**src/rtl/adder16_stream_tester_pkg.sv**
```systemverilog
// adder16_tester_pkg: shared types and constants for the adder16 stream tester.
// Optional corner vectors are enabled with ADDER16_TESTER_CORNER_EN (see top).
package adder16_tester_pkg;

    // Tester sequencing states, exposed on the top-level debug port.
    typedef enum logic [1:0] {
        IDLE  = 2'd0,
        RUN   = 2'd1,
        DRAIN = 2'd2,
        DONE  = 2'd3
    } state_e;

    // Right-shifting Galois feedback mask for x^16+x^14+x^13+x^11+1.
    localparam logic [15:0] LFSR_TAPS = 16'hB400;

    // One expected-result entry travelling alongside the adder pipeline.
    typedef struct packed {
        logic        valid;
        logic [16:0] exp;
        logic [15:0] a;
        logic [15:0] b;
        logic [15:0] idx;
    } exp_entry_t;

    // Fixed corner vectors issued ahead of the LFSR stream when enabled.
    localparam int          NUM_CORNERS = 4;
    localparam logic [15:0] CORNER0_A = 16'h0000, CORNER0_B = 16'h0000;
    localparam logic [15:0] CORNER1_A = 16'hFFFF, CORNER1_B = 16'h0001;
    localparam logic [15:0] CORNER2_A = 16'hFFFF, CORNER2_B = 16'hFFFF;
    localparam logic [15:0] CORNER3_A = 16'h8000, CORNER3_B = 16'h8000;

    // One Galois LFSR step.
    function automatic logic [15:0] lfsr_step(input logic [15:0] v);
        return v[0] ? ((v >> 1) ^ LFSR_TAPS) : (v >> 1);
    endfunction

    function automatic logic [15:0] corner_a(input logic [1:0] i);
        case (i)
            2'd0:    return CORNER0_A;
            2'd1:    return CORNER1_A;
            2'd2:    return CORNER2_A;
            default: return CORNER3_A;
        endcase
    endfunction

    function automatic logic [15:0] corner_b(input logic [1:0] i);
        case (i)
            2'd0:    return CORNER0_B;
            2'd1:    return CORNER1_B;
            2'd2:    return CORNER2_B;
            default: return CORNER3_B;
        endcase
    endfunction

endpackage

```
**src/rtl/adder16_stream_tester_if.sv**
```systemverilog
// Operand/result bus between the stream tester (master) and the registered
// 16-bit adder wrapper (slave). No handshake: enable qualifies A/B each cycle,
// and Sum/Cout carry the result of the operands presented a fixed number of
// cycles earlier.
interface adder16_stream_tester_if;
    logic [15:0] A;
    logic [15:0] B;
    logic        enable;
    logic [15:0] Sum;
    logic        Cout;

    modport master (output A, output B, output enable, input Sum, input Cout);
    modport slave  (input A, input B, input enable, output Sum, output Cout);
endinterface

```
**src/rtl/adder16_lfsr.sv**
```systemverilog
// adder16_lfsr: 16-bit Galois LFSR with seed load and advance enable.
// value_o shows the value to use this cycle: the seed while loading,
// otherwise the stored state. Advancing steps from that value.
module adder16_lfsr
    import adder16_tester_pkg::*;
#(
    parameter logic [15:0] SEED = 16'hACE1
) (
    input  logic        clk,
    input  logic        rst_n,
    input  logic        load_i,
    input  logic        adv_i,
    output logic [15:0] value_o
);

    logic [15:0] lfsr_q;
    logic [15:0] lfsr_d;

    assign value_o = load_i ? SEED : lfsr_q;

    // Next state: step from the current (possibly freshly loaded) value.
    always_comb begin
        lfsr_d = lfsr_q;
        if (adv_i) begin
            lfsr_d = lfsr_step(value_o);
        end else if (load_i) begin
            lfsr_d = SEED;
        end
    end

    // State register, reset to the seed.
    always_ff @(posedge clk or negedge rst_n) begin
        if (!rst_n) begin
            lfsr_q <= SEED;
        end else begin
            lfsr_q <= lfsr_d;
        end
    end

endmodule

```
**src/rtl/adder16_stream_tester.sv**
```systemverilog
// adder16_stream_tester: drives a deterministic operand stream into the
// registered adder wrapper and checks Sum/Cout against a delayed golden sum.
// Define ADDER16_TESTER_CORNER_EN to issue four fixed corner vectors before
// the LFSR stream (NUM_VECTORS must then be >= 4).
module adder16_stream_tester
    import adder16_tester_pkg::*;
#(
    parameter int          NUM_VECTORS = 1024,
    parameter int          LATENCY     = 2,
    parameter logic [15:0] SEED_A      = 16'hACE1,
    parameter logic [15:0] SEED_B      = 16'h1D2B
) (
    input  logic                            clk,
    input  logic                            rst_n,
    input  logic                            start,
    adder16_stream_tester_if.master         adder_if,
    output logic                            busy,
    output logic                            done,
    output logic                            pass,
    output logic [15:0]                     err_count,
    output logic [15:0]                     fail_A,
    output logic [15:0]                     fail_B,
    output logic [15:0]                     fail_idx,
    output state_e                          state_o
);

    localparam int          DW        = (LATENCY > 1) ? $clog2(LATENCY) : 1;
    localparam logic [DW-1:0] DRAIN_LAST = DW'(LATENCY - 1);
    localparam logic [15:0] VEC_LAST  = 16'(NUM_VECTORS);

    state_e        state_q, state_d;
    logic [15:0]   vec_cnt_q, vec_cnt_d;
    logic [DW-1:0] drain_cnt_q, drain_cnt_d;
    logic          issue;
    logic          run_start;
    logic [15:0]   issue_idx;
    logic [15:0]   issue_a, issue_b;
    logic          lfsr_adv;
    logic [15:0]   lfsr_a_val, lfsr_b_val;

    logic [15:0]   a_q, b_q, idx_q;
    logic          enable_q;
    logic          busy_q, done_q, pass_q;
    logic [15:0]   err_q, err_d;
    logic [15:0]   fail_a_q, fail_a_d, fail_b_q, fail_b_d, fail_idx_q, fail_idx_d;

    exp_entry_t    pipe_q [LATENCY];
    exp_entry_t    push_entry;
    exp_entry_t    tail;
    logic          mismatch;

    // Sequencing: issue NUM_VECTORS vectors, then wait LATENCY cycles for the
    // last result before reporting.
    always_comb begin
        state_d     = state_q;
        vec_cnt_d   = vec_cnt_q;
        drain_cnt_d = drain_cnt_q;
        issue       = 1'b0;
        run_start   = 1'b0;
        case (state_q)
            IDLE, DONE: begin
                if (start) begin
                    state_d   = RUN;
                    run_start = 1'b1;
                    issue     = 1'b1;
                    vec_cnt_d = 16'd1;
                end
            end
            RUN: begin
                if (vec_cnt_q == VEC_LAST) begin
                    state_d     = DRAIN;
                    drain_cnt_d = '0;
                end else begin
                    issue     = 1'b1;
                    vec_cnt_d = vec_cnt_q + 16'd1;
                end
            end
            DRAIN: begin
                if (drain_cnt_q == DRAIN_LAST) begin
                    state_d = DONE;
                end else begin
                    drain_cnt_d = drain_cnt_q + DW'(1);
                end
            end
            default: state_d = IDLE;
        endcase
    end

    assign issue_idx = run_start ? 16'd0 : vec_cnt_q;

`ifdef ADDER16_TESTER_CORNER_EN
    logic corner_sel;

    // Corner vectors replace the first few issues; the LFSRs hold meanwhile.
    always_comb begin
        corner_sel = issue && (issue_idx < 16'(NUM_CORNERS));
        lfsr_adv   = issue && !corner_sel;
        issue_a    = corner_sel ? corner_a(issue_idx[1:0]) : lfsr_a_val;
        issue_b    = corner_sel ? corner_b(issue_idx[1:0]) : lfsr_b_val;
    end
`else
    // Every vector comes straight from the LFSRs.
    always_comb begin
        lfsr_adv = issue;
        issue_a  = lfsr_a_val;
        issue_b  = lfsr_b_val;
    end
`endif

    adder16_lfsr #(.SEED(SEED_A)) u_lfsr_a (
        .clk     (clk),
        .rst_n   (rst_n),
        .load_i  (run_start),
        .adv_i   (lfsr_adv),
        .value_o (lfsr_a_val)
    );

    adder16_lfsr #(.SEED(SEED_B)) u_lfsr_b (
        .clk     (clk),
        .rst_n   (rst_n),
        .load_i  (run_start),
        .adv_i   (lfsr_adv),
        .value_o (lfsr_b_val)
    );

    // The operand registers act as the stage ahead of the expected pipeline,
    // so a depth of LATENCY lines the tail up with Sum/Cout.
    always_comb begin
        push_entry       = '0;
        push_entry.valid = enable_q;
        push_entry.exp   = {1'b0, a_q} + {1'b0, b_q};
        push_entry.a     = a_q;
        push_entry.b     = b_q;
        push_entry.idx   = idx_q;
    end

    assign tail     = pipe_q[LATENCY-1];
    assign mismatch = tail.valid && ({adder_if.Cout, adder_if.Sum} != tail.exp);

    // Error accounting: clear on run start, saturate the count, latch the
    // first failing vector only.
    always_comb begin
        err_d      = err_q;
        fail_a_d   = fail_a_q;
        fail_b_d   = fail_b_q;
        fail_idx_d = fail_idx_q;
        if (run_start) begin
            err_d      = '0;
            fail_a_d   = '0;
            fail_b_d   = '0;
            fail_idx_d = '0;
        end else if (mismatch) begin
            if (err_q != 16'hFFFF) begin
                err_d = err_q + 16'd1;
            end
            if (err_q == 16'd0) begin
                fail_a_d   = tail.a;
                fail_b_d   = tail.b;
                fail_idx_d = tail.idx;
            end
        end
    end

    // FSM state and counters.
    always_ff @(posedge clk or negedge rst_n) begin
        if (!rst_n) begin
            state_q     <= IDLE;
            vec_cnt_q   <= '0;
            drain_cnt_q <= '0;
        end else begin
            state_q     <= state_d;
            vec_cnt_q   <= vec_cnt_d;
            drain_cnt_q <= drain_cnt_d;
        end
    end

    // Registered operand bus; A/B hold their last value when not issuing.
    always_ff @(posedge clk or negedge rst_n) begin
        if (!rst_n) begin
            a_q      <= '0;
            b_q      <= '0;
            idx_q    <= '0;
            enable_q <= 1'b0;
        end else begin
            enable_q <= issue;
            if (issue) begin
                a_q   <= issue_a;
                b_q   <= issue_b;
                idx_q <= issue_idx;
            end
        end
    end

    // Expected-result shift register.
    always_ff @(posedge clk or negedge rst_n) begin
        if (!rst_n) begin
            for (int i = 0; i < LATENCY; i++) begin
                pipe_q[i] <= '0;
            end
        end else begin
            pipe_q[0] <= push_entry;
            for (int i = 1; i < LATENCY; i++) begin
                pipe_q[i] <= pipe_q[i-1];
            end
        end
    end

    // Registered status and result outputs.
    always_ff @(posedge clk or negedge rst_n) begin
        if (!rst_n) begin
            busy_q     <= 1'b0;
            done_q     <= 1'b0;
            pass_q     <= 1'b0;
            err_q      <= '0;
            fail_a_q   <= '0;
            fail_b_q   <= '0;
            fail_idx_q <= '0;
        end else begin
            busy_q     <= (state_d == RUN) || (state_d == DRAIN);
            done_q     <= (state_d == DONE);
            pass_q     <= (state_d == DONE) && (err_d == 16'd0);
            err_q      <= err_d;
            fail_a_q   <= fail_a_d;
            fail_b_q   <= fail_b_d;
            fail_idx_q <= fail_idx_d;
        end
    end

    assign adder_if.A      = a_q;
    assign adder_if.B      = b_q;
    assign adder_if.enable = enable_q;
    assign busy            = busy_q;
    assign done            = done_q;
    assign pass            = pass_q;
    assign err_count       = err_q;
    assign fail_A          = fail_a_q;
    assign fail_B          = fail_b_q;
    assign fail_idx        = fail_idx_q;
    assign state_o         = state_q;

endmodule

```
**src/flat_wrapper.sv**
```systemverilog
// flat-port wrapper written by rule: the top's interface ports become plain ports
module adder16_stream_tester_flat import adder16_tester_pkg::*;
#(
    parameter int          NUM_VECTORS = 1024,
    parameter int          LATENCY     = 2,
    parameter logic [15:0] SEED_A      = 16'hACE1,
    parameter logic [15:0] SEED_B      = 16'h1D2B
)
  (clk, rst_n, start, busy, done, pass, err_count, fail_A, fail_B, fail_idx, state_o, adder_if_A, adder_if_B, adder_if_enable, adder_if_Sum, adder_if_Cout);
  adder16_stream_tester_if adder_if_i ();
  input  logic clk;
  input  logic rst_n;
  input  logic start;
  output logic busy;
  output logic done;
  output logic pass;
  output logic [15:0] err_count;
  output logic [15:0] fail_A;
  output logic [15:0] fail_B;
  output logic [15:0] fail_idx;
  output state_e state_o;
  output wire logic [$bits(adder_if_i.A)-1:0] adder_if_A;
  output wire logic [$bits(adder_if_i.B)-1:0] adder_if_B;
  output wire logic [$bits(adder_if_i.enable)-1:0] adder_if_enable;
  input wire logic [$bits(adder_if_i.Sum)-1:0] adder_if_Sum;
  input wire logic [$bits(adder_if_i.Cout)-1:0] adder_if_Cout;
  assign adder_if_A = adder_if_i.A;
  assign adder_if_B = adder_if_i.B;
  assign adder_if_enable = adder_if_i.enable;
  assign adder_if_i.Sum = adder_if_Sum;
  assign adder_if_i.Cout = adder_if_Cout;
  adder16_stream_tester #(.NUM_VECTORS(NUM_VECTORS), .LATENCY(LATENCY), .SEED_A(SEED_A), .SEED_B(SEED_B)) u_core (.clk(clk), .rst_n(rst_n), .start(start), .adder_if(adder_if_i), .busy(busy), .done(done), .pass(pass), .err_count(err_count), .fail_A(fail_A), .fail_B(fail_B), .fail_idx(fail_idx), .state_o(state_o));
endmodule
```
**config.mk**
```make
export PLATFORM = sky130hd
export DESIGN_NAME = adder16_stream_tester_flat
export DESIGN_NICKNAME = d
export VERILOG_FILES = /design/src/rtl/adder16_stream_tester_pkg.sv /design/src/rtl/adder16_stream_tester_if.sv /design/src/rtl/adder16_lfsr.sv /design/src/rtl/adder16_stream_tester.sv /design/src/flat_wrapper.sv
export SDC_FILE = /design/constraint.sdc
export NUM_CORES = 1
export LEC_CHECK = 0
export BUFFER_PORTS_ARGS = -buffer_cell sky130_fd_sc_hd__buf_2
export CELL_PAD_IN_SITES_DETAIL_PLACEMENT = 1
export CELL_PAD_IN_SITES_GLOBAL_PLACEMENT = 2
export CORE_ASPECT_RATIO = 0.6
export CORE_MARGIN = 2
export CORE_UTILIZATION = 39
export DETAILED_ROUTE_END_ITERATION = 7
export GPL_TIMING_DRIVEN = 0
export PLACE_DENSITY_LB_ADDON = 0.08
export SLEW_MARGIN = 40
export SYNTH_ARGS = -nofsm -noshare
export SYNTH_HDL_FRONTEND = slang
export SYNTH_SLANG_ARGS = --single-unit
```
**constraint.sdc**
```tcl
create_clock -name clk -period 3.3 [get_ports clk]
set_input_delay 0.165 -clock clk [delete_from_list [all_inputs] [get_ports clk]]
set_output_delay 0.165 -clock clk [all_outputs]
set_load 0.02 [all_outputs]
```
==> reports/qor.tcl <==
set qor(path_class) {reg -> reg}
set qor(htreeDepth) 1
set qor(timing.critical_path.required_ns) 3.76
set qor(setup.reg_to_reg.worst_slack_ns) 0.17
set qor(die_area_mm2) 0.03123
set qor(drt-initial-drc-count) 580
set qor(final.setup.worst_slack_ns) 0.1712
set qor(netlist_instances) 1052
set qor(static-leakage-power_uw) 0.007100
set qor(outcome) {complete, no violations}
set qor(worst_ir_drop_vdd_mv) 0.3091
set qor(max_clock_freq_mhz) 319.6
set qor(maxSlewHeadroom) 0.4954
set qor(cts.clk_slew.worst_paths_ns) 0.06
set qor(placed_area_mm2) 0.01284
set qor(synth_fp_nets) 1096
set qor(cellPowerDensity_mw_per_mm2) 567.5
set qor(initial_utilization) 0.4005
set qor(first_global_vias) 8260
set qor(layout.cell_area.non_filler_mm2) 0.01392
set qor(timing.final.crit_share) 0.9481
set qor(postCtsSetupRepairBufs) 0
set qor(yosys_warnings) 0
set qor(avgRoutedWirePerCell_um) 20.35
set qor(cts.sinks) 299
set qor(final_critical_path_time_including_i_o_delays_and_setup_ns) 3.129
set qor(finalSetupViolCount) 0
set qor(cts-root-buf) {sky130_fd_sc_hd__clkbuf_16}
set qor(drc_errors) 0
set qor(postRouteAntennaNets) 0
set qor(n_fill_cell) 3192
set qor(ys_ff_latch) 299
set qor(core_mm2) 0.02901
set qor(synth.top_cells.by_area) {sky130_fd_sc_hd__dfrtp_1 (61%), sky130_fd_sc_hd__nand2_1 (7.3%), sky130_fd_sc_hd__a21oi_1 (3.7%)}
set qor(syn_to_final_growth_pct) 19.84
set qor(timing.final.hold_violations) 0
set qor(rsz0062_at_grt) {no}
set qor(drive_gt1_frac) 0.2075
set qor(netlist-cell-type-count) 60
set qor(data_arrival_time_at_the_worst_slack_endpoint_ns) 3.58
set qor(synth_top_area_share) 0.6096
set qor(timing.hold.worst.class) {in -> async}
set qor(syn-mean-instance-area_um2) 11.04
set qor(skew_ns) 0.01295
set qor(final_nets) 1252
set qor(die_y_um) 137.7
set qor(synth_cell_count_leaders) {sky130_fd_sc_hd__dfrtp_1 (283), sky130_fd_sc_hd__nand2_1 (226), sky130_fd_sc_hd__a21oi_1 (87), sky130_fd_sc_hd__nor2_1 (70), sky130_fd_sc_hd__xnor2_1 (39)}
set qor(dr.pass1.iters) 4
set qor(drt-vias-per-instance) 4.962
set qor(ff_to_ff_path_depth) 11
set qor(max-clock-path-buffers) 3
set qor(dr_total_vias) 8088
set qor(rr_startpoint) {u_core.state_o[0]}
set qor(slew_violations) 0
set qor(worstMarginPinSlew_ns) 0.7569
set qor(die_width_um) 226.8
set qor(part_of_the_yosys_area_used_for_sequential_elements) 0.6458
set qor(place_ws_ns) -0.8498
set qor(netlist_area_mm2) 0.01162
set qor(synth_top_area_cell) {sky130_fd_sc_hd__dfrtp_1}
set qor(grt_first_pass_wirelength_mm) 51.55
set qor(tritoncts) {yes}
set qor(cts_made_buffers) 29
set qor(dp_hpwl_mm) 24.17
set qor(rows) 48
set qor(count_of_buffers_from_port_buffering) 121
set qor(critPathCaptureType) {flop}
set qor(yosys.cell_count.top_type) {sky130_fd_sc_hd__dfrtp_1}
set qor(synth_flop_cell) {sky130_fd_sc_hd__dfrtp_1}
set qor(maximum_number_of_pins_on_one_net_before_global_route_repair) 75
set qor(r2r-end) {u_core.pass}
set qor(antenna_violations_before_repair) 1
set qor(clock_insertion_delay_at_the_later_pin_of_the_skew_report_ns) 0.56
set qor(globalRouteOverflowTotal) 0
set qor(maxCapViolations) 0
set qor(timing.critical_path.fanout_max) 10
set qor(startpoint_class_of_the_critical_path) {flop}
set qor(synth_edf_count) 0
set qor(postRouteWirelength_mm) 33.17
set qor(combined_global_route_utilization_of_all_metal_layers) 0.2214
set qor(pin_count) 122
set qor(asyncSetResetFlopFracSynth) 1.000
set qor(gp_congestion) 0.8167
state kept, by name (all words and copies together), names as in the netlist:
signal	count
u_core.err_count	16
u_core.pass	1
u_core.u_lfsr_b.lfsr_q	16
u_core.fail_A	16
u_core.fail_idx	16
u_core.vec_cnt_q	16
u_core.done	1
u_core.adder_if.enable	1
u_core.idx_q	16
u_core.adder_if.A	16
u_core.adder_if.B	16
u_core.pipe_q	132
u_core.fail_B	16
u_core.drain_cnt_q	1
u_core.u_lfsr_a.lfsr_q	16
u_core.busy	1
u_core.state_o	2
cell families after synthesis:
group	count (synthesis)	synth area share
muxes	7	0.006031
buffers and inverters	107	0.04771
xor gates and xnor gates	54	0.04071
adders and majority gates	24	0.02649
and+or+nand+nor	398	0.1534
AOI/OAI and AO/OA	163	0.07992
DFF	299	0.6458
worst max path at each step:
| stage | startpoint | endpoint | slack (ns) |
|---|---|---|---|
| 5_1_grt | u_core.vec_cnt_q[0] | u_core.pass | 0.01 |
| 4_1_cts | u_core.state_o[0] | u_core.pass | 0.006 |
| 2_1_floorplan | u_core.state_o[0] | u_core.pass | 0.42 |
| 3_5_place_dp | u_core.state_o[0] | u_core.pass | -0.85 |
| 3_3_place_gp | rst_n | u_core.err_count[4] | -3.61 |
| 6_report | u_core.state_o[0] | u_core.pass | 0.17 |
per-layer routing:
metal	GRT usage	up-vias	routed length (µm)
met5	0.01935	-	82
met4	0.04094	2	531
met3	0.03540	40	1618
met2	0.2929	156	12810
met1	0.3703	4108	18130
li1	-	3782	-
critical path, stage by stage (launching register included):
cell and delay (ns):
sky130_fd_sc_hd__dfrtp_1 0.42, sky130_fd_sc_hd__inv_1 0.10, sky130_fd_sc_hd__ha_2 0.43, sky130_fd_sc_hd__and2_1 0.25
sky130_fd_sc_hd__clkbuf_4 0.27, sky130_fd_sc_hd__buf_4 0.23, sky130_fd_sc_hd__a21oi_1 0.08, sky130_fd_sc_hd__a21oi_2 0.22
sky130_fd_sc_hd__ha_2 0.26, sky130_fd_sc_hd__o21ai_0 0.08, sky130_fd_sc_hd__or4_1 0.51, sky130_fd_sc_hd__nor4_2 0.18
placed cells by master (no fill, tap or decap), types with 15 or more instances in the layout:
cell type                     n
sky130_fd_sc_hd__dfrtp_1    283
sky130_fd_sc_hd__nand2_1    225
sky130_fd_sc_hd__buf_2      125
sky130_fd_sc_hd__a21oi_1     86
sky130_fd_sc_hd__nor2_1      69
sky130_fd_sc_hd__clkbuf_1    40
sky130_fd_sc_hd__xnor2_1     39
sky130_fd_sc_hd__o21ai_0     37
sky130_fd_sc_hd__buf_4       34
sky130_fd_sc_hd__nand3_1     32
sky130_fd_sc_hd__clkbuf_16   29
sky130_fd_sc_hd__inv_1       23
sky130_fd_sc_hd__ha_1        21
sky130_fd_sc_hd__dfstp_2     16
sky130_fd_sc_hd__xor2_1      15
sky130_fd_sc_hd__nand4_1     15
layout make-up:
type | instances | area [µm²] | share of cell area
inverters | 24 | 90.09 | 0.006471
well taps | 400 | 500.5 | 0.03595
clock buffers | 41 | 830.8 | 0.05967
flip-flops and latches | 299 | 7502 | 0.5389
plain buffers | 82 | 476.7 | 0.03424
diodes | 1 | 2.502 | 0.0001797
clock inverters | 11 | 209.0 | 0.01501
multi-input cells | 646 | 3575 | 0.2568
repair buffers | 126 | 735.7 | 0.05284
power breakdown:
part           leakage [µW]  total, µW  internal [µW]  switching, µW
sequential          0.00401       3890           3790           94.1
combinational       0.00258        395            156            239
clock              0.000513       3620           2210           1400
total               0.00710       7900           6160           1740
through the flow:
step | total power (µW) | TNS, ns | utilization | hold WS (ns) | instances
finish | 7900 | 0 | 0.4799 | 0.05965 | 1630
global route | 8197 | 0 | 0.4799 | 0.05789 | 1629
CTS | 7991 | 0 | 0.4793 | 0.01241 | 1629
detailed placement | 4356 | -10.43 | 0.4428 | 0.03969 | 1577
global placement | 4325 | -1044.82 | 0.4386 | 0.3320 | 1573
floorplan | 4156 | 0 | - | -0.1306 | 1052
timing repair:
item | CTS | global route
endpoints found under the setup margin | 48 | 1
resized for setup | 8 | 5
endpoints found under the hold margin | 218 | 0
hold buffers | 1 | 0
Note: power is estimated with default switching activity, not from simulation.
